### config.mk
export PLATFORM = sky130hd
export DESIGN_NAME = multicycle_control_flat
export DESIGN_NICKNAME = d
export VERILOG_FILES = /design/src/rtl/mips_ctrl_pkg.sv /design/src/rtl/multicycle_control_if.sv /design/src/rtl/multicycle_control.sv /design/src/flat_wrapper.sv
export SDC_FILE = /design/constraint.sdc
export NUM_CORES = 1
export LEC_CHECK = 0
export ABC_AREA = 1
export BUFFER_PORTS_ARGS = -buffer_cell sky130_fd_sc_hd__buf_4
export CORE_MARGIN = 2
export CORE_UTILIZATION = 37
export DETAILED_ROUTE_END_ITERATION = 7
export PLACE_DENSITY = 0.77
export SLEW_MARGIN = 20
export SYNTH_ARGS = -nofsm -noshare
export SYNTH_HDL_FRONTEND = slang
export SYNTH_SLANG_ARGS = --single-unit
export TNS_END_PERCENT = 100
### constraint.sdc
create_clock -name clk -period 1.1 [get_ports clk]
set_clock_uncertainty 0.1 [all_clocks]
set_input_delay 0.11 -clock clk [delete_from_list [all_inputs] [get_ports clk]]
set_output_delay 0.11 -clock clk [all_outputs]
set_load 0.005 [all_outputs]
### src/rtl/mips_ctrl_pkg.sv
// Shared encodings for the multicycle MIPS control sequencer:
// opcodes, state codes and the datapath mux select values.
package mips_ctrl_pkg;

  // IR[31:26] values the sequencer understands
  localparam logic [5:0] OP_RTYPE = 6'b000000;
  localparam logic [5:0] OP_LW    = 6'b100011;
  localparam logic [5:0] OP_SW    = 6'b101011;
  localparam logic [5:0] OP_BEQ   = 6'b000100;
  localparam logic [5:0] OP_J     = 6'b000010;
  localparam logic [5:0] OP_ADDI  = 6'b001000;

  // Codes 13-15 are unused and fall back to IDLE
  typedef enum logic [3:0] {
    S_IDLE      = 4'd0,
    S_FETCH     = 4'd1,
    S_DECODE    = 4'd2,
    S_MEM_ADDR  = 4'd3,
    S_MEM_READ  = 4'd4,
    S_MEM_WB    = 4'd5,
    S_MEM_WRITE = 4'd6,
    S_R_EXEC    = 4'd7,
    S_R_WB      = 4'd8,
    S_BRANCH    = 4'd9,
    S_JUMP      = 4'd10,
    S_ADDI_EXEC = 4'd11,
    S_ADDI_WB   = 4'd12
  } state_t;

  localparam logic [1:0] ALU_ADD   = 2'd0;
  localparam logic [1:0] ALU_SUB   = 2'd1;
  localparam logic [1:0] ALU_FUNCT = 2'd2;

  localparam logic [1:0] SRCB_REGB    = 2'd0;
  localparam logic [1:0] SRCB_FOUR    = 2'd1;
  localparam logic [1:0] SRCB_IMM     = 2'd2;
  localparam logic [1:0] SRCB_IMM_SH2 = 2'd3;

  localparam logic [1:0] PCSRC_ALU    = 2'd0;
  localparam logic [1:0] PCSRC_ALUOUT = 2'd1;
  localparam logic [1:0] PCSRC_JUMP   = 2'd2;

  // True when the opcode maps to an instruction this build executes
  function automatic logic op_supported(input logic [5:0] op, input logic addiEn);
    case (op)
      OP_RTYPE, OP_LW, OP_SW, OP_BEQ, OP_J: op_supported = 1'b1;
      OP_ADDI:                             op_supported = addiEn;
      default:                             op_supported = 1'b0;
    endcase
  endfunction

endpackage

### src/rtl/multicycle_control_if.sv
// Control bundle between the sequencer (master) and the datapath (slave).
//
// Handshake: the sequencer holds MemRead or MemWrite (with IorD) steady
// while it waits; memReady high in a cycle means the access completes on
// that clock edge. There is no separate request/valid pulse -- the strobe
// itself is the request, and it drops in the cycle after memReady.
interface multicycle_control_if;
  logic [5:0] opcode;
  logic       memReady;
  logic       PCWrite;
  logic       PCWriteCond;
  logic       IorD;
  logic       MemRead;
  logic       MemWrite;
  logic       IRWrite;
  logic       MemtoReg;
  logic [1:0] PCSource;
  logic [1:0] ALUOp;
  logic       ALUSrcA;
  logic [1:0] ALUSrcB;
  logic       RegWrite;
  logic       RegDst;

  modport master (
    input  opcode, memReady,
    output PCWrite, PCWriteCond, IorD, MemRead, MemWrite, IRWrite, MemtoReg,
           PCSource, ALUOp, ALUSrcA, ALUSrcB, RegWrite, RegDst
  );

  modport slave (
    output opcode, memReady,
    input  PCWrite, PCWriteCond, IorD, MemRead, MemWrite, IRWrite, MemtoReg,
           PCSource, ALUOp, ALUSrcA, ALUSrcB, RegWrite, RegDst
  );
endinterface

### src/rtl/multicycle_control.sv
// Moore-style sequencer for the multicycle MIPS datapath. Outputs decode
// from the state register (plus memReady in the memory-wait states), so an
// asynchronous reset forces every control line to 0 straight away.
module multicycle_control
  import mips_ctrl_pkg::*;
#(
  parameter bit ENABLE_ADDI = 1'b1,
  parameter int STATE_W     = 4      // must be at least 4
) (
  input  logic               clk,
  input  logic               rst_n,
  multicycle_control_if.master ctrl,
  output logic [STATE_W-1:0] state,
  output logic               illegalOp
);

  state_t cur;

  // State register and next-state selection
  always_ff @(posedge clk or negedge rst_n) begin
    if (!rst_n) begin
      cur <= S_IDLE;
    end else begin
      case (cur)
        S_IDLE:      cur <= S_FETCH;
        S_FETCH:     cur <= ctrl.memReady ? S_DECODE : S_FETCH;
        S_DECODE: begin
          if (!op_supported(ctrl.opcode, ENABLE_ADDI)) begin
            cur <= S_FETCH;
          end else begin
            case (ctrl.opcode)
              OP_RTYPE:     cur <= S_R_EXEC;
              OP_LW, OP_SW: cur <= S_MEM_ADDR;
              OP_BEQ:       cur <= S_BRANCH;
              OP_J:         cur <= S_JUMP;
              OP_ADDI:      cur <= S_ADDI_EXEC;
              default:      cur <= S_FETCH;
            endcase
          end
        end
        // IR still holds the lw/sw opcode here
        S_MEM_ADDR:  cur <= (ctrl.opcode == OP_SW) ? S_MEM_WRITE : S_MEM_READ;
        S_MEM_READ:  cur <= ctrl.memReady ? S_MEM_WB : S_MEM_READ;
        S_MEM_WB:    cur <= S_FETCH;
        S_MEM_WRITE: cur <= ctrl.memReady ? S_FETCH : S_MEM_WRITE;
        S_R_EXEC:    cur <= S_R_WB;
        S_R_WB:      cur <= S_FETCH;
        S_BRANCH:    cur <= S_FETCH;
        S_JUMP:      cur <= S_FETCH;
        S_ADDI_EXEC: cur <= S_ADDI_WB;
        S_ADDI_WB:   cur <= S_FETCH;
        default:     cur <= S_IDLE;
      endcase
    end
  end

  // Control-line decode; every line defaults to 0 so IDLE drives nothing
  always_comb begin
    ctrl.PCWrite     = 1'b0;
    ctrl.PCWriteCond = 1'b0;
    ctrl.IorD        = 1'b0;
    ctrl.MemRead     = 1'b0;
    ctrl.MemWrite    = 1'b0;
    ctrl.IRWrite     = 1'b0;
    ctrl.MemtoReg    = 1'b0;
    ctrl.PCSource    = PCSRC_ALU;
    ctrl.ALUOp       = ALU_ADD;
    ctrl.ALUSrcA     = 1'b0;
    ctrl.ALUSrcB     = SRCB_REGB;
    ctrl.RegWrite    = 1'b0;
    ctrl.RegDst      = 1'b0;
    illegalOp        = 1'b0;
    case (cur)
      S_FETCH: begin
        ctrl.MemRead = 1'b1;
        ctrl.ALUSrcB = SRCB_FOUR;
        ctrl.IRWrite = ctrl.memReady;
        ctrl.PCWrite = ctrl.memReady;
      end
      S_DECODE: begin
        ctrl.ALUSrcB = SRCB_IMM_SH2;
        illegalOp    = !op_supported(ctrl.opcode, ENABLE_ADDI);
      end
      S_MEM_ADDR, S_ADDI_EXEC: begin
        ctrl.ALUSrcA = 1'b1;
        ctrl.ALUSrcB = SRCB_IMM;
      end
      S_MEM_READ: begin
        ctrl.MemRead = 1'b1;
        ctrl.IorD    = 1'b1;
      end
      S_MEM_WB: begin
        ctrl.MemtoReg = 1'b1;
        ctrl.RegWrite = 1'b1;
      end
      S_MEM_WRITE: begin
        ctrl.MemWrite = 1'b1;
        ctrl.IorD     = 1'b1;
      end
      S_R_EXEC: begin
        ctrl.ALUSrcA = 1'b1;
        ctrl.ALUOp   = ALU_FUNCT;
      end
      S_R_WB: begin
        ctrl.RegDst   = 1'b1;
        ctrl.RegWrite = 1'b1;
      end
      S_BRANCH: begin
        ctrl.ALUSrcA     = 1'b1;
        ctrl.ALUOp       = ALU_SUB;
        ctrl.PCWriteCond = 1'b1;
        ctrl.PCSource    = PCSRC_ALUOUT;
      end
      S_JUMP: begin
        ctrl.PCWrite  = 1'b1;
        ctrl.PCSource = PCSRC_JUMP;
      end
      S_ADDI_WB: begin
        ctrl.RegWrite = 1'b1;
      end
      default: ;
    endcase
  end

  assign state = STATE_W'(cur);

endmodule
### src/flat_wrapper.sv
// flat-port wrapper written by rule: the top's interface ports become plain ports
module multicycle_control_flat import mips_ctrl_pkg::*;
#(
  parameter bit ENABLE_ADDI = 1'b1,
  parameter int STATE_W     = 4                           
)
  (clk, rst_n, state, illegalOp, ctrl_opcode, ctrl_memReady, ctrl_PCWrite, ctrl_PCWriteCond, ctrl_IorD, ctrl_MemRead, ctrl_MemWrite, ctrl_IRWrite, ctrl_MemtoReg, ctrl_PCSource, ctrl_ALUOp, ctrl_ALUSrcA, ctrl_ALUSrcB, ctrl_RegWrite, ctrl_RegDst);
  multicycle_control_if ctrl_i ();
  input  logic clk;
  input  logic rst_n;
  output logic [STATE_W-1:0] state;
  output logic illegalOp;
  input wire logic [$bits(ctrl_i.opcode)-1:0] ctrl_opcode;
  input wire logic [$bits(ctrl_i.memReady)-1:0] ctrl_memReady;
  output wire logic [$bits(ctrl_i.PCWrite)-1:0] ctrl_PCWrite;
  output wire logic [$bits(ctrl_i.PCWriteCond)-1:0] ctrl_PCWriteCond;
  output wire logic [$bits(ctrl_i.IorD)-1:0] ctrl_IorD;
  output wire logic [$bits(ctrl_i.MemRead)-1:0] ctrl_MemRead;
  output wire logic [$bits(ctrl_i.MemWrite)-1:0] ctrl_MemWrite;
  output wire logic [$bits(ctrl_i.IRWrite)-1:0] ctrl_IRWrite;
  output wire logic [$bits(ctrl_i.MemtoReg)-1:0] ctrl_MemtoReg;
  output wire logic [$bits(ctrl_i.PCSource)-1:0] ctrl_PCSource;
  output wire logic [$bits(ctrl_i.ALUOp)-1:0] ctrl_ALUOp;
  output wire logic [$bits(ctrl_i.ALUSrcA)-1:0] ctrl_ALUSrcA;
  output wire logic [$bits(ctrl_i.ALUSrcB)-1:0] ctrl_ALUSrcB;
  output wire logic [$bits(ctrl_i.RegWrite)-1:0] ctrl_RegWrite;
  output wire logic [$bits(ctrl_i.RegDst)-1:0] ctrl_RegDst;
  assign ctrl_i.opcode = ctrl_opcode;
  assign ctrl_i.memReady = ctrl_memReady;
  assign ctrl_PCWrite = ctrl_i.PCWrite;
  assign ctrl_PCWriteCond = ctrl_i.PCWriteCond;
  assign ctrl_IorD = ctrl_i.IorD;
  assign ctrl_MemRead = ctrl_i.MemRead;
  assign ctrl_MemWrite = ctrl_i.MemWrite;
  assign ctrl_IRWrite = ctrl_i.IRWrite;
  assign ctrl_MemtoReg = ctrl_i.MemtoReg;
  assign ctrl_PCSource = ctrl_i.PCSource;
  assign ctrl_ALUOp = ctrl_i.ALUOp;
  assign ctrl_ALUSrcA = ctrl_i.ALUSrcA;
  assign ctrl_ALUSrcB = ctrl_i.ALUSrcB;
  assign ctrl_RegWrite = ctrl_i.RegWrite;
  assign ctrl_RegDst = ctrl_i.RegDst;
  multicycle_control #(.ENABLE_ADDI(ENABLE_ADDI), .STATE_W(STATE_W)) u_core (.clk(clk), .rst_n(rst_n), .ctrl(ctrl_i), .state(state), .illegalOp(illegalOp));
endmodule
# == Yosys cells after proc, flatten, opt, wreduce, memory -nomap -nowiden ==
# Index checks and enable logic that the tools add are counted.
# Widths: inputs -> output; s select.
# totals
ff_bits,4
inputBits,9
output_inout_bits,21
wordCells,52
# op_classes
n_eq_ne,17
muxes,23
n_reduce_logical,11
# op_table
operator,count
$pmux 4 s8,1
$eq 4x4->1 const B,5
$pmux 4 s5,1
$eq 4x3->1 const B,4
$mux 1,13
$eq 6x6->1 const B,2
$reduce_or 6->1,2
$eq 4x2->1 const B,2
$pmux 2 s2,2
$reduce_or 2->1,4
$eq 6x2->1 const B,1
$eq 6x3->1 const B,1
$eq 6x4->1 const B,1
$logic_not 6->1,1
$pmux 2 s3,1
$eq 4x1->1 const B,1
$logic_not 4->1,1
$mux 2,2
$mux 4,1
$reduce_or 4->1,1
$mux 3,1
$reduce_or 3->1,1
$pmux 1 s2,1
$logic_not 1->1,1

# == Logic depth before layout (Yosys ltp) ==
# Gate-level depths: netlist of run 1.
# depth
ltp_word,6
depth_mapped,7
depth_no_buf,7

# == Least setup slack after synthesis of run 1 ==
# OpenSTA, ideal clock, no wires.
# synth_path
path_type,register to output
start,"reg u_core.cur[3], in the netlist u_core.state[3]"
end,out illegalOp
arrival_ns,0.984
t_required_ns,0.890
slack_ns,-0.094
path_stages_with_launch,6
path_cell_list,dfrtp_1 -> nor2_2 -> inv_2 -> nor2_4 -> nand2_1 -> nor3_1
# synth_via
elab_chain_cells,2
# synth_lines
item,line,source
start: declaration,multicycle_control.sv:17,state_t cur;
start signal: assignment,multicycle_control.sv:26,S_FETCH: cur <= ctrl.memReady ? S_DECODE : S_FETCH;
start signal: assignment,multicycle_control.sv:42,S_MEM_ADDR: cur <= (ctrl.opcode == OP_SW) ? S_MEM_WRITE : S_MEM_READ;
start signal: assignment,multicycle_control.sv:43,S_MEM_READ: cur <= ctrl.memReady ? S_MEM_WB : S_MEM_READ;
$eq 4x2->1,multicycle_control.sv:73,case (cur)
$mux 1,multicycle_control.sv:73,
end: declaration,flat_wrapper.sv:12,output logic illegalOp;
# No other way between the ends.

# == Worst setup path after layout of run 1 ==
# layout_path
start,"reg u_core.cur[0], in the netlist u_core.state[0]"
end,out ctrl_RegDst
# layout_via
elab_chain_cells,2
# layout_lines
item,line,source
$eq 4x4->1,multicycle_control.sv:73,
$mux 1,multicycle_control.sv:73,
end: declaration,flat_wrapper.sv:27,output wire logic [$bits(ctrl_i.RegDst)-1:0] ctrl_RegDst;
# No other way between the ends.

==> qor.yml, run 1 <==
run_status:
  status: "finished with violations"
  violations: "negative setup slack"
yosys:
  netlist_instances: 92
  synth_warnings: 0
  synth_cell_types: 17
  syn_avg_cell_area_sq_um: 5.58
  syn_nets: 101
  ys_ff_latch: 4
  syn-cell-area_sq_um: 513
  yosysSeqAreaShare_pct: 19.5
setup_path:
  crit_type: "reg2out"
  worstPathArrival_ps: 1330
  rrSetupSlack_ps: -270
  cp.required_ps: 890
  startpoint: "u_core.state[0]$_DFF_PN0_"
  end_kind: "output port"
  cp-start-kind: "flop"
  regToRegStartpoint: "u_core.state[3]$_DFF_PN0_"
  worstReg2RegEnd: "u_core.state[0]$_DFF_PN0_"
  r2r_cells: 8
  cp-endpoint: "ctrl_RegDst"
  critPathMaxFanout: 3
clock_network:
  cts.sinks: 4
  clk_latency_ps: 250
  htreeDepth: 1
  root_buffer: "clkbuf_4"
  clk_pin_slew_ps: 40
  cts_tree: "yes"
  clockBufferDepth: 2
  numCtsBuffers: 3
sta:
  fmax_mhz: 650
  grt_setup_unrepaired: "true"
  slew_violations: 0
  relSlewSlack_pct: 84.0
  setup_viol_count_final: 24
  setup_slack_ps: -437
  hold_viol_final: 0
  period_needed_ps: 1540
  whs_ps: 42.5
  timing.final.crit_share_pct: 140
  tightest_slew_ps: 238
die:
  num_rows: 13
  die_h_microns: 41.2
  core_sq_um: 1300
  die_area_sq_um: 1700
  fp.dieW_microns: 41.2
  ioPinCount: 30
  start_util_pct: 39.4
cells_and_area:
  drive_above_1_share_pct: 66.0
  layout_common_cells: "buf_4, nand2_1, buf_6, inv_2"
  final_area_sq_um: 1050
  largest_register_ffs: 4
  num_antenna_cells: 0
  syn_to_final_growth_pct: 104
  final_common_cell: "buf_4"
  fin_nets: 152
place:
  gp_congestion: 0.850
  hpwl_microns: 1340
  placed_area_sq_um: 817
  io_buffers: 29
global_routing:
  grt-ovfl-total: 0
  grt_max_degree: 6
  grt_pass1_wl_microns: 2750
  antenna_found_initial: 0
  grt_pass1_vias: 690
  grt_use_total_pct: 25.5
routing:
  ant_nets: 0
  drtPass1Iterations: 4
  drtIter0Drc: 26
  vias: 799
  drc: 0
  viasPerCell: 5.12
  wl_per_cell_microns: 14.5
  drt-total-wl_microns: 2260
power_and_ir_drop:
  powerDensity_nw_per_um2: 2220
  leakagePower_uw: 0.000614
  ir_drop_mv: 1.50
run:
  max-cap-violations: 0
worst_hold_path:
  hp-class: "in2reg"
## critical path, cell delays in order (launching register included)
cell and delay (ps):
dfrtp_1 400, buf_6 140, nor2_2 160, nand2_1 120
nor2_1 130, buf_4 120
## cell type report
type	instances	area, sq um
clock buffer	3	22.5
fill	93	254
inverter	20	77.6
multi-input combinational	66	409
sequential	4	104
tap	15	18.8
timing repair buffer	48	415
## per-layer routing
| metal | vias up | track usage, % | part of all wire, % |
|---|---|---|---|
| met4 | 0 | 16.9 | 3.8 |
| met1 | 359 | 24.3 | 34 |
| li1 | 378 | - | - |
| met3 | 10 | 3.80 | 6.7 |
| met2 | 52 | 49.2 | 55 |
| met5 | - | 0 | 0 |
## per-stage QoR
| stage | std cells | total power (uW) | setup TNS [ps] | setup WS (ps) | util (%) |
|---|---|---|---|---|---|
| after detailed placement | 143 | 1550 | -1770 | -163 | 62.8 |
| final | 156 | 2330 | -7690 | -437 | 80.5 |
| after global placement | 143 | 1530 | -1390 | -127 | 62.8 |
| after CTS | 152 | 1930 | -6350 | -414 | 70.6 |
| after global routing | 156 | 2480 | -8670 | -490 | 80.5 |
| after floorplan | 92 | 911 | -116 | -45.1 | - |
## cell usage after synthesis
cell type  instances  area (sq um)
nand4_1            1          6.26
nand2_1           21          78.8
nor2_4             2          22.5
a21oi_1            1          5.00
dfrtp_1            4           100
o21ai_0            5          25.0
nor2_2             3          18.8
inv_1             13          48.8
nor2_1            15          56.3
nand2_4            1          11.3
nand2_2            6          37.5
nand3_1            8          40.0
o211ai_1           1          7.51
inv_2              7          26.3
buf_4              2          15.0
a21oi_2            1          8.76
nor3_1             1          5.00
## power breakdown
group | switching [uW] | internal [uW] | total, uW
sequential | 96.5 | 208 | 304
combinational | 920 | 913 | 1830
clock | 69.6 | 123 | 192
## kinds of logic (layout without fill, tap and decap cells)
logic type,count (synthesis),after routing,synth area share (%)
buffers and inverters,22,71,17.6
AO/OA/AOI/OAI,8,8,9.02
flip-flops,4,4,19.5
AND/OR/NAND/NOR,58,58,53.9
## what timing repair did
| action | 4_1_cts | 5_1_grt |
|---|---|---|
| hold endpoints to repair | 4 | 0 |
| gates resized for setup | 10 | 35 |
| pin swaps | 2 | 10 |
| setup endpoints to repair | 23 | 25 |
| setup buffers | 5 | 5 |
| hold buffers | 1 | 0 |
## worst min path at each step
| stage | start | end | slack, ps | cells past startpoint |
|---|---|---|---|---|
| CTS | ctrl_memReady | u_core.state[0]$_DFF_PN0_ | 40 | 3 |
| global placement | rst_n | u_core.state[0]$_DFF_PN0_ | -200 | 1 |
| detailed placement | rst_n | u_core.state[1]$_DFF_PN0_ | -190 | 1 |
| finish | ctrl_memReady | u_core.state[0]$_DFF_PN0_ | 40 | 3 |
| global route | ctrl_memReady | u_core.state[0]$_DFF_PN0_ | 60 | 3 |
| floorplan | rst_n | u_core.state[0]$_DFF_PN0_ | -290 | 0 |
No activity file was read; power rests on OpenSTA's default activity.
==> run 2, diff against run 1 <==
--- a/config.mk
+++ b/config.mk
@@ -5,12 +5,10 @@
 export SDC_FILE = /design/constraint.sdc
 export NUM_CORES = 1
 export LEC_CHECK = 0
-export ABC_AREA = 1
 export BUFFER_PORTS_ARGS = -buffer_cell sky130_fd_sc_hd__buf_4
-export CORE_MARGIN = 2
-export CORE_UTILIZATION = 37
+export CORE_UTILIZATION = 38
 export DETAILED_ROUTE_END_ITERATION = 7
-export PLACE_DENSITY = 0.77
+export PLACE_DENSITY = 0.79
 export SLEW_MARGIN = 20
 export SYNTH_ARGS = -nofsm -noshare
 export SYNTH_HDL_FRONTEND = slang
==> run 2 against run 1 <==
Synthesized area is 2.0% higher. The flow now stops in global routing. Synthesized cell count is 25% lower.
==> qor.yml, run 2 <==
die:
  ioPinCount: 30  # unchanged
  start_util_pct: 40.7  # +1.3 points
  num_rows: 13  # unchanged
  fp.dieW_microns: 39.1  # -5.2%
  die_h_microns: 39.1  # -5.2%
sta:
  worst_endpoint: "ctrl_PCWrite"
  worst-ep-kind: "output port"
place:
  io_buffers: 29  # unchanged
  hpwl_microns: 1450  # +8.3%
  placed_area_sq_um: 935  # +14%
  gp_congestion: 0.852  # +0.22%
yosys:
  yosysSeqAreaShare_pct: 19.1  # -0.37 points
  netlist_instances: 69  # -25%
  yosysMostFrequentCell: "nor2_1"
  synth_warnings: 0  # unchanged
  syn_nets: 78  # -23%
  syn_avg_cell_area_sq_um: 7.58  # +36%
  synth_cell_types: 37  # +20
  synth_top_area_share_pct: 19.1  # -0.37 points
  synth_commonest_cells: "nor2_1, nor3_1, dfrtp_1, nand2b_1"
  async_reset_ff_share_pct: 100  # unchanged
  synth_top_area_cell: "dfrtp_1"
  synth-edff-count: 0  # unchanged
  syn-cell-area_sq_um: 523  # +2.0%
  ys_ff_latch: 4  # unchanged
  synthFlopType: "dfrtp_1"
  ys_top_cells_by_area: "dfrtp_1, nor2_1, nand2b_1"
clock_network:
  clockBufferDepth: 2  # unchanged
  root_buffer: "clkbuf_4"
  numCtsBuffers: 3  # unchanged
  htreeDepth: 1  # unchanged
  cts.sinks: 4  # unchanged
global_routing:
  grt_max_degree: 9
run_status:
  firstError: "[ERROR DPL-0038] Utilization greater than 100%, impossible to legalize"
  stop_stage: "global routing"
  status: "aborted with a tool error"
## run 2: cell count changes after synthesis, moves of 4 or more
cell	previous run	this run
nand2_1	21	2
nand2b_1	0	4
nor2_1	15	10
inv_2	7	0
nor3_1	1	5
nand2_2	6	0
nand3_1	8	2
inv_1	13	1
## run 2: logic make-up after synthesis
family                 count (synthesis)  synth area share [%]
AO/OA/AOI/OAI                         16                  24.2
buffers and inverters                  8                  8.61
flip-flops                             4                  19.1
XOR/XNOR                               2                  3.35
AND/OR/NAND/NOR                       39                  44.7
## run 2: repair_timing
action | 4_1_cts
setup buffers | 12
pin swaps | 5
gates resized for setup | 35
cloned | 1
setup endpoints to repair | 24
hold endpoints to repair | 4
hold buffers | 1
## run 2: stage by stage
stage                     setup WS, ps  TNS, ps  std cells
after floorplan                   -289    -1720         69
after global placement            -282    -3790        129
after detailed placement          -372    -4400        129
after CTS                         -465    -8660        147
==> run 3, diff against run 2 <==
--- a/config.mk
+++ b/config.mk
@@ -6,9 +6,10 @@
 export NUM_CORES = 1
 export LEC_CHECK = 0
 export BUFFER_PORTS_ARGS = -buffer_cell sky130_fd_sc_hd__buf_4
-export CORE_UTILIZATION = 38
+export CORE_AREA = 2 2 63 65
 export DETAILED_ROUTE_END_ITERATION = 7
-export PLACE_DENSITY = 0.79
+export DIE_AREA = 0 0 65 67
+export PLACE_DENSITY_LB_ADDON = 0.15
 export SLEW_MARGIN = 20
 export SYNTH_ARGS = -nofsm -noshare
 export SYNTH_HDL_FRONTEND = slang
==> constraint.sdc (replaced) <==
create_clock -name clk -period 1.4 [get_ports clk]
set_clock_uncertainty 0.1 [all_clocks]
set_input_delay 0.14 -clock clk [delete_from_list [all_inputs] [get_ports clk]]
set_output_delay 0.14 -clock clk [all_outputs]
set_load 0.005 [all_outputs]
==> run 3 against run 2 <==
The flow now finishes, with violations (negative setup slack). Synthesized cell count unchanged. Synthesized area unchanged.
==> qor.yml, run 3 <==
run_status:
  status: "finished with violations"
  violations: "negative setup slack"
yosys:
  netlist_instances: 69  # unchanged
  yosysSeqAreaShare_pct: 19.1  # unchanged
  ys_ff_latch: 4  # unchanged
  async_reset_ff_share_pct: 100  # unchanged
  synth-edff-count: 0  # unchanged
  synth_top_area_share_pct: 19.1  # unchanged
  syn-cell-area_sq_um: 523  # unchanged
  synth_warnings: 0  # unchanged
  ys_top_cells_by_area: "dfrtp_1, nor2_1, nand2b_1"
  syn_nets: 78  # unchanged
  synth_commonest_cells: "nor2_1, nor3_1, dfrtp_1, nand2b_1"
  yosysMostFrequentCell: "nor2_1"
  synth_cell_types: 37  # unchanged
  synthFlopType: "dfrtp_1"
  syn_avg_cell_area_sq_um: 7.58  # unchanged
  synth_top_area_cell: "dfrtp_1"
cells_and_area:
  final_area_sq_um: 1240
  largest_register_ffs: 4
  final_common_cell: "buf_4"
  drive_above_1_share_pct: 72.0
  layout_common_cells: "buf_4, buf_6, nand2b_4, nor2_4, nor2_1"
  fin_nets: 136
  num_antenna_cells: 0
  syn_to_final_growth_pct: 138
setup_path:
  critPathBufInv: 1
  cp_cell_sequence: "nor2b_1 > and3_1 > or2_1 > buf_4"
  worstPathArrival_ps: 1310
  startpoint: "u_core.state[0]$_DFF_PN0_"
  regToRegStartpoint: "u_core.state[3]$_DFF_PN0_"
  cp_slowest_cell: "dfrtp_1"
  cp.required_ps: 1160
  r2r_cells: 4
  rrSetupSlack_ps: -140
  critPathMaxFanout: 4
  crit_type: "reg2out"
  worstReg2RegEnd: "u_core.state[0]$_DFF_PN0_"
  path_delay_family: "simple AND/OR/NAND/NOR gates"
  cp-start-kind: "flop"
  end_kind: "output port"
  critical-path-max-stage-delay_ps: 410
global_routing:
  grt_use_total_pct: 9.51
  grt_max_degree: 9
  antenna_found_initial: 0
  grt_pass1_wl_microns: 3210
  grt_pass1_vias: 687
  grt-ovfl-total: 0
worst_hold_path:
  holdPathStages: 2
  hp-class: "in2reg"
  worstHoldEndpoint: "u_core.state[3]$_DFF_PN0_"
  min_from: "ctrl_opcode[4]"
routing:
  drtPass1Iterations: 4
  drtIter0Drc: 15
  wl_per_cell_microns: 12.0
  ant_nets: 0
  viasPerCell: 4.31
  drt-total-wl_microns: 2080
  vias: 746
  drc: 0
sta:
  hold_viol_final: 0
  relSlewSlack_pct: 80.6
  setup_viol_count_final: 20
  timing.final.crit_share_pct: 110
  grt_setup_unrepaired: "true"
  period_needed_ps: 1550
  slew_violations: 0
  finalSetupTns_ps: -1650
  tightest_slew_ps: 289
  setup_slack_ps: -146
  fmax_mhz: 647
clock_network:
  clockBufferDepth: 2  # unchanged
  root_buffer: "clkbuf_8"
  cts.sinks: 4  # unchanged
  numCtsBuffers: 3  # unchanged
  clk_latency_ps: 220
  cts_tree: "yes"
  htreeDepth: 1  # unchanged
  clk_pin_slew_ps: 30
die:
  fp.dieW_microns: 65  # +66%
  ioPinCount: 30  # unchanged
  core_sq_um: 3610
  start_util_pct: 14.5  # -26 points
  die_h_microns: 67  # +71%
  num_rows: 22  # +9
  die_area_sq_um: 4360
run:
  max-cap-violations: 0
power_and_ir_drop:
  p_int_uw: 1470
  p_seq_share_pct: 10.1
  ir_drop_mv: 0.482
  powerDensity_nw_per_um2: 1890
  leakagePower_uw: 0.000569
  switchingPower_uw: 877
  p_sw_share_pct: 37.3
  p_comb_share_pct: 79.3
  power_frac_clock_pct: 10.7
place:
  io_buffers: 29  # unchanged
  gp_congestion: 0.855  # +0.35%
  hpwl_microns: 1470  # +1.1%
  placed_area_sq_um: 880  # -5.9%
run 3: how the worst max path moves through the flow:
stage	to	slack [ps]	depth (start not counted)
after floorplan	u_core.state[0]$_DFF_PN0_	8	3
after global placement	ctrl_PCWrite	-50	5
after detailed placement	u_core.state[0]$_DFF_PN0_	-70	3
after CTS	ctrl_PCSource[0]	-150	5
after global routing	ctrl_PCWrite	-200	5
final	ctrl_PCWrite	-150	4
run 3: layout make-up:
| class | instances | area (sq um) |
|---|---|---|
| repair buffers | 60 | 524 |
| clock buffers | 3 | 41.3 |
| multi-input cells | 57 | 512 |
| inverters | 1 | 3.75 |
| well taps | 48 | 60.1 |
| fillers | 371 | 2360 |
| flip-flops and latches | 4 | 103 |
run 3: metal layers:
layer  vias up  wire length (microns)  track usage, %
met5         -                      0               0
met4         0                     17            2.39
met3         3                    175            2.70
met2        28                   1060            15.9
met1       347                    826            12.0
li1        368                      -               -
run 3: power by group through the flow:
stage                     Clock, uW  Combinational, uW  Sequential [uW]
after CTS                       254               1530              230
after global placement            0               1170              230
final                           251               1860              236
after detailed placement          0               1160              236
after floorplan                   0                580              209
after global routing            260               2010              245
run 3: cell families after synthesis:
kind of cell / count (synthesis) / synth area share [%]
AOI/OAI and AO/OA: 16 / 24.2
xor gates and xnor gates: 2 / 3.35
buffers and inverters: 8 / 8.61
DFF: 4 / 19.1
and+or+nand+nor: 39 / 44.7
run 3: timing repair:
| action | 4_1_cts | 5_1_grt |
|---|---|---|
| endpoints found under the hold margin | 4 | 0 |
| buffers inserted | 11 | 4 |
| gates cloned | 0 | 0 |
| pin swaps | 8 | 9 |
| hold buffers | 1 | 0 |
| resized for setup | 16 | 34 |
| endpoints found under the setup margin | 20 | 21 |
run 3: stage by stage:
| step | setup WS [ps] | cells | hold slack (ps) | utilization [%] | total power, uW |
|---|---|---|---|---|---|
| 2_1_floorplan | 8.22 | 69 | -256 | - | 790 |
| 3_3_place_gp | -46.7 | 154 | -158 | 24.4 | 1400 |
| 3_5_place_dp | -67.7 | 154 | -161 | 24.4 | 1400 |
| 4_1_cts | -151 | 169 | 35.6 | 30.0 | 2020 |
| 5_1_grt | -197 | 173 | 54.6 | 34.5 | 2520 |
| 6_report | -146 | 173 | 39.6 | 34.5 | 2350 |
==> run 4, diff against run 3 <==
--- a/config.mk
+++ b/config.mk
@@ -9,7 +9,9 @@
 export CORE_AREA = 2 2 63 65
 export DETAILED_ROUTE_END_ITERATION = 7
 export DIE_AREA = 0 0 65 67
+export GPL_TIMING_DRIVEN = 1
 export PLACE_DENSITY_LB_ADDON = 0.15
+export SKIP_LAST_GASP = 1
 export SLEW_MARGIN = 20
 export SYNTH_ARGS = -nofsm -noshare
 export SYNTH_HDL_FRONTEND = slang
==> run 4 against run 3 <==
The run still ends with negative setup slack left. Global-route usage unchanged. Sequential power about the same. Critical path depth unchanged. Via count up 0.13%. Fmax down 0.36%. Non-clock buffer count unchanged. First-iteration DRC count down 6.7%. Cell area down 1.7%. Final cell count unchanged. Critical endpoint is now u_core.state[0]$_DFF_PN0_. Largest cell class unchanged. Largest power group unchanged. Highest routed layer unchanged.
==> qor.yml, run 4 (synthesized netlist as in run 3, its figures left out) <==
run_status:
  status: "finished with violations"
  violations: "negative setup slack"
power_and_ir_drop:
  p_comb_share_pct: 78.7  # -0.6 points
  p_int_uw: 1440  # -2.3%
  ir_drop_mv: 0.482  # +0.15%
  switchingPower_uw: 855  # -2.4%
  p_sw_share_pct: 37.3  # about the same
  power_frac_clock_pct: 10.9  # +0.2 points
  leakagePower_uw: 0.000565  # -0.75%
  p_seq_share_pct: 10.3  # +0.2 points
  powerDensity_nw_per_um2: 1880  # -0.64%
cells_and_area:
  num_antenna_cells: 0  # unchanged
  final_common_cell: "buf_4"
  final_area_sq_um: 1220  # -1.7%
  fin_nets: 136  # unchanged
  drive_above_1_share_pct: 71.2  # -0.80 points
  filler_cell_count: 373  # +0.54%
  largest_register_ffs: 4  # unchanged
  syn_to_final_growth_pct: 134
  layout.cells.non_filler: 173  # unchanged
  layout_common_cells: "buf_4, buf_6, nand2b_4, nor2_1"
place:
  place_inst: 154  # unchanged
  gp_congestion: 0.855  # unchanged
  hpwl_microns: 1470  # unchanged
  io_buffers: 29  # unchanged
  placed_area_sq_um: 880  # unchanged
  dpl_worst_slack_ps: -67.7  # unchanged
setup_path:
  cp-start-kind: "flop"
  cp.required_ps: 1400  # +240 ps
  end_kind: "flop"
  critPathMaxFanout: 3  # -1
  worstPathArrival_ps: 1550  # +240 ps
  crit_type: "reg2reg"
sta:
  slew_violations: 0  # unchanged
  setup_viol_count_final: 20  # unchanged
  timing.final.crit_share_pct: 111  # +0.40 points
  fmax_mhz: 645  # -0.36%
  tightest_slew_ps: 268  # -21.5 ps
  grt_setup_unrepaired: "true"
  hold_viol_final: 0  # unchanged
  period_needed_ps: 1550  # +5.62 ps
  relSlewSlack_pct: 82.0  # +1.4 points
  setup_slack_ps: -151  # -5.62 ps
routing:
  drc: 0  # unchanged
  vias: 747  # +0.13%
  ant_nets: 0  # unchanged
  viasPerCell: 4.32  # +0.13%
  drt-total-wl_microns: 2060  # -0.86%
  drtIter0Drc: 14  # -1
  wl_per_cell_microns: 11.9  # -0.86%
  drtPass1Iterations: 4  # unchanged
clock_network:
  cts_tree: "yes"
  clk_pin_slew_ps: 30  # about the same
  cts.sinks: 4  # unchanged
  numCtsBuffers: 3  # unchanged
  clk_latency_ps: 220  # about the same
  htreeDepth: 1  # unchanged
  clockBufferDepth: 2  # unchanged
  root_buffer: "clkbuf_8"
global_routing:
  grt_use_total_pct: 9.51  # unchanged
  grt_max_degree: 9  # unchanged
  grt_pass1_vias: 687  # unchanged
  antenna_found_initial: 0  # unchanged
  grt-ovfl-total: 0  # unchanged
  grt_pass1_wl_microns: 3210  # unchanged
run:
  max-cap-violations: 0  # unchanged
die:
  fp.dieW_microns: 65  # unchanged
  start_util_pct: 14.5  # unchanged
  ioPinCount: 30  # unchanged
  core_sq_um: 3610  # unchanged
  die_area_sq_um: 4360  # unchanged
  num_rows: 22  # unchanged
  die_h_microns: 67  # unchanged
worst_hold_path:
  hp-class: "in2reg"
[run 4: changes by cell type in the layout (fill, tap and decap cells not counted)]
cell / change
buf_4: +2
buf_2: +1
nor2_1: +1
nor2_4: -1
buf_6: -3
[run 4: stage by stage]
step / hold slack (ps) / utilization (%) / TNS, ps / total power (uW)
floorplan: -256 / - / 0 / 790
global placement: -158 / 24.4 / -239 / 1400
detailed placement: -161 / 24.4 / -287 / 1400
CTS: 35.6 / 30.0 / -2230 / 2020
global route: 54.6 / 33.9 / -2860 / 2460
finish: 42.5 / 33.9 / -1730 / 2290
[run 4: area by class of cell]
type | instances | area (sq um) | area share (%)
sequential | 4 | 103 | 8.39
inverter | 1 | 3.75 | 0.307
clock buffer | 3 | 41.3 | 3.38
tap | 48 | 60.1 | 4.91
multi-input combinational | 57 | 504 | 41.2
timing repair buffer | 60 | 510 | 41.8
[run 4: timing repair]
item                                   4_1_cts  5_1_grt
setup endpoints to repair                   20       21
gates resized for setup                     16       28
endpoints found under the hold margin        4        0
buffers inserted                            11        4
hold buffers                                 1        0
pin swaps                                    8        9
[run 4: critical path: stages (launching register included)]
cell       delay, ps
dfrtp_1          400
buf_4            150
or4_4            560
nor3_4           150
a2111oi_2         70
[run 4: power by group through the flow]
| stage | combinational [uW] | clock [uW] | sequential (uW) |
|---|---|---|---|
| after floorplan | 580 | 0 | 209 |
| after global placement | 1170 | 0 | 230 |
| after detailed placement | 1160 | 0 | 236 |
| after CTS | 1530 | 254 | 230 |
| after global routing | 1950 | 260 | 245 |
| final | 1810 | 251 | 237 |
[run 4: worst paths after layout]
path | from | to | slack, ps | cells past startpoint
min in group asynchronous | rst_n | u_core.state[0]$_DFF_PN0_ | 150 | 2
min reg2reg | u_core.state[3]$_DFF_PN0_ | u_core.state[1]$_DFF_PN0_ | 570 | 2
max reg2reg | u_core.state[3]$_DFF_PN0_ | u_core.state[0]$_DFF_PN0_ | -150 | 4
max in group asynchronous | rst_n | u_core.state[2]$_DFF_PN0_ | 930 | 2
max | u_core.state[3]$_DFF_PN0_ | u_core.state[0]$_DFF_PN0_ | -150 | 4
min | ctrl_opcode[4] | u_core.state[3]$_DFF_PN0_ | 40 | 2
[run 4: layer usage]
metal	vias to the layer above	track usage (%)	share of wire [%]
met4	0	2.39	0.82
met5	-	0	0
met2	28	15.9	51
met3	3	2.70	8.0
met1	345	12.0	40
li1	371	-	-
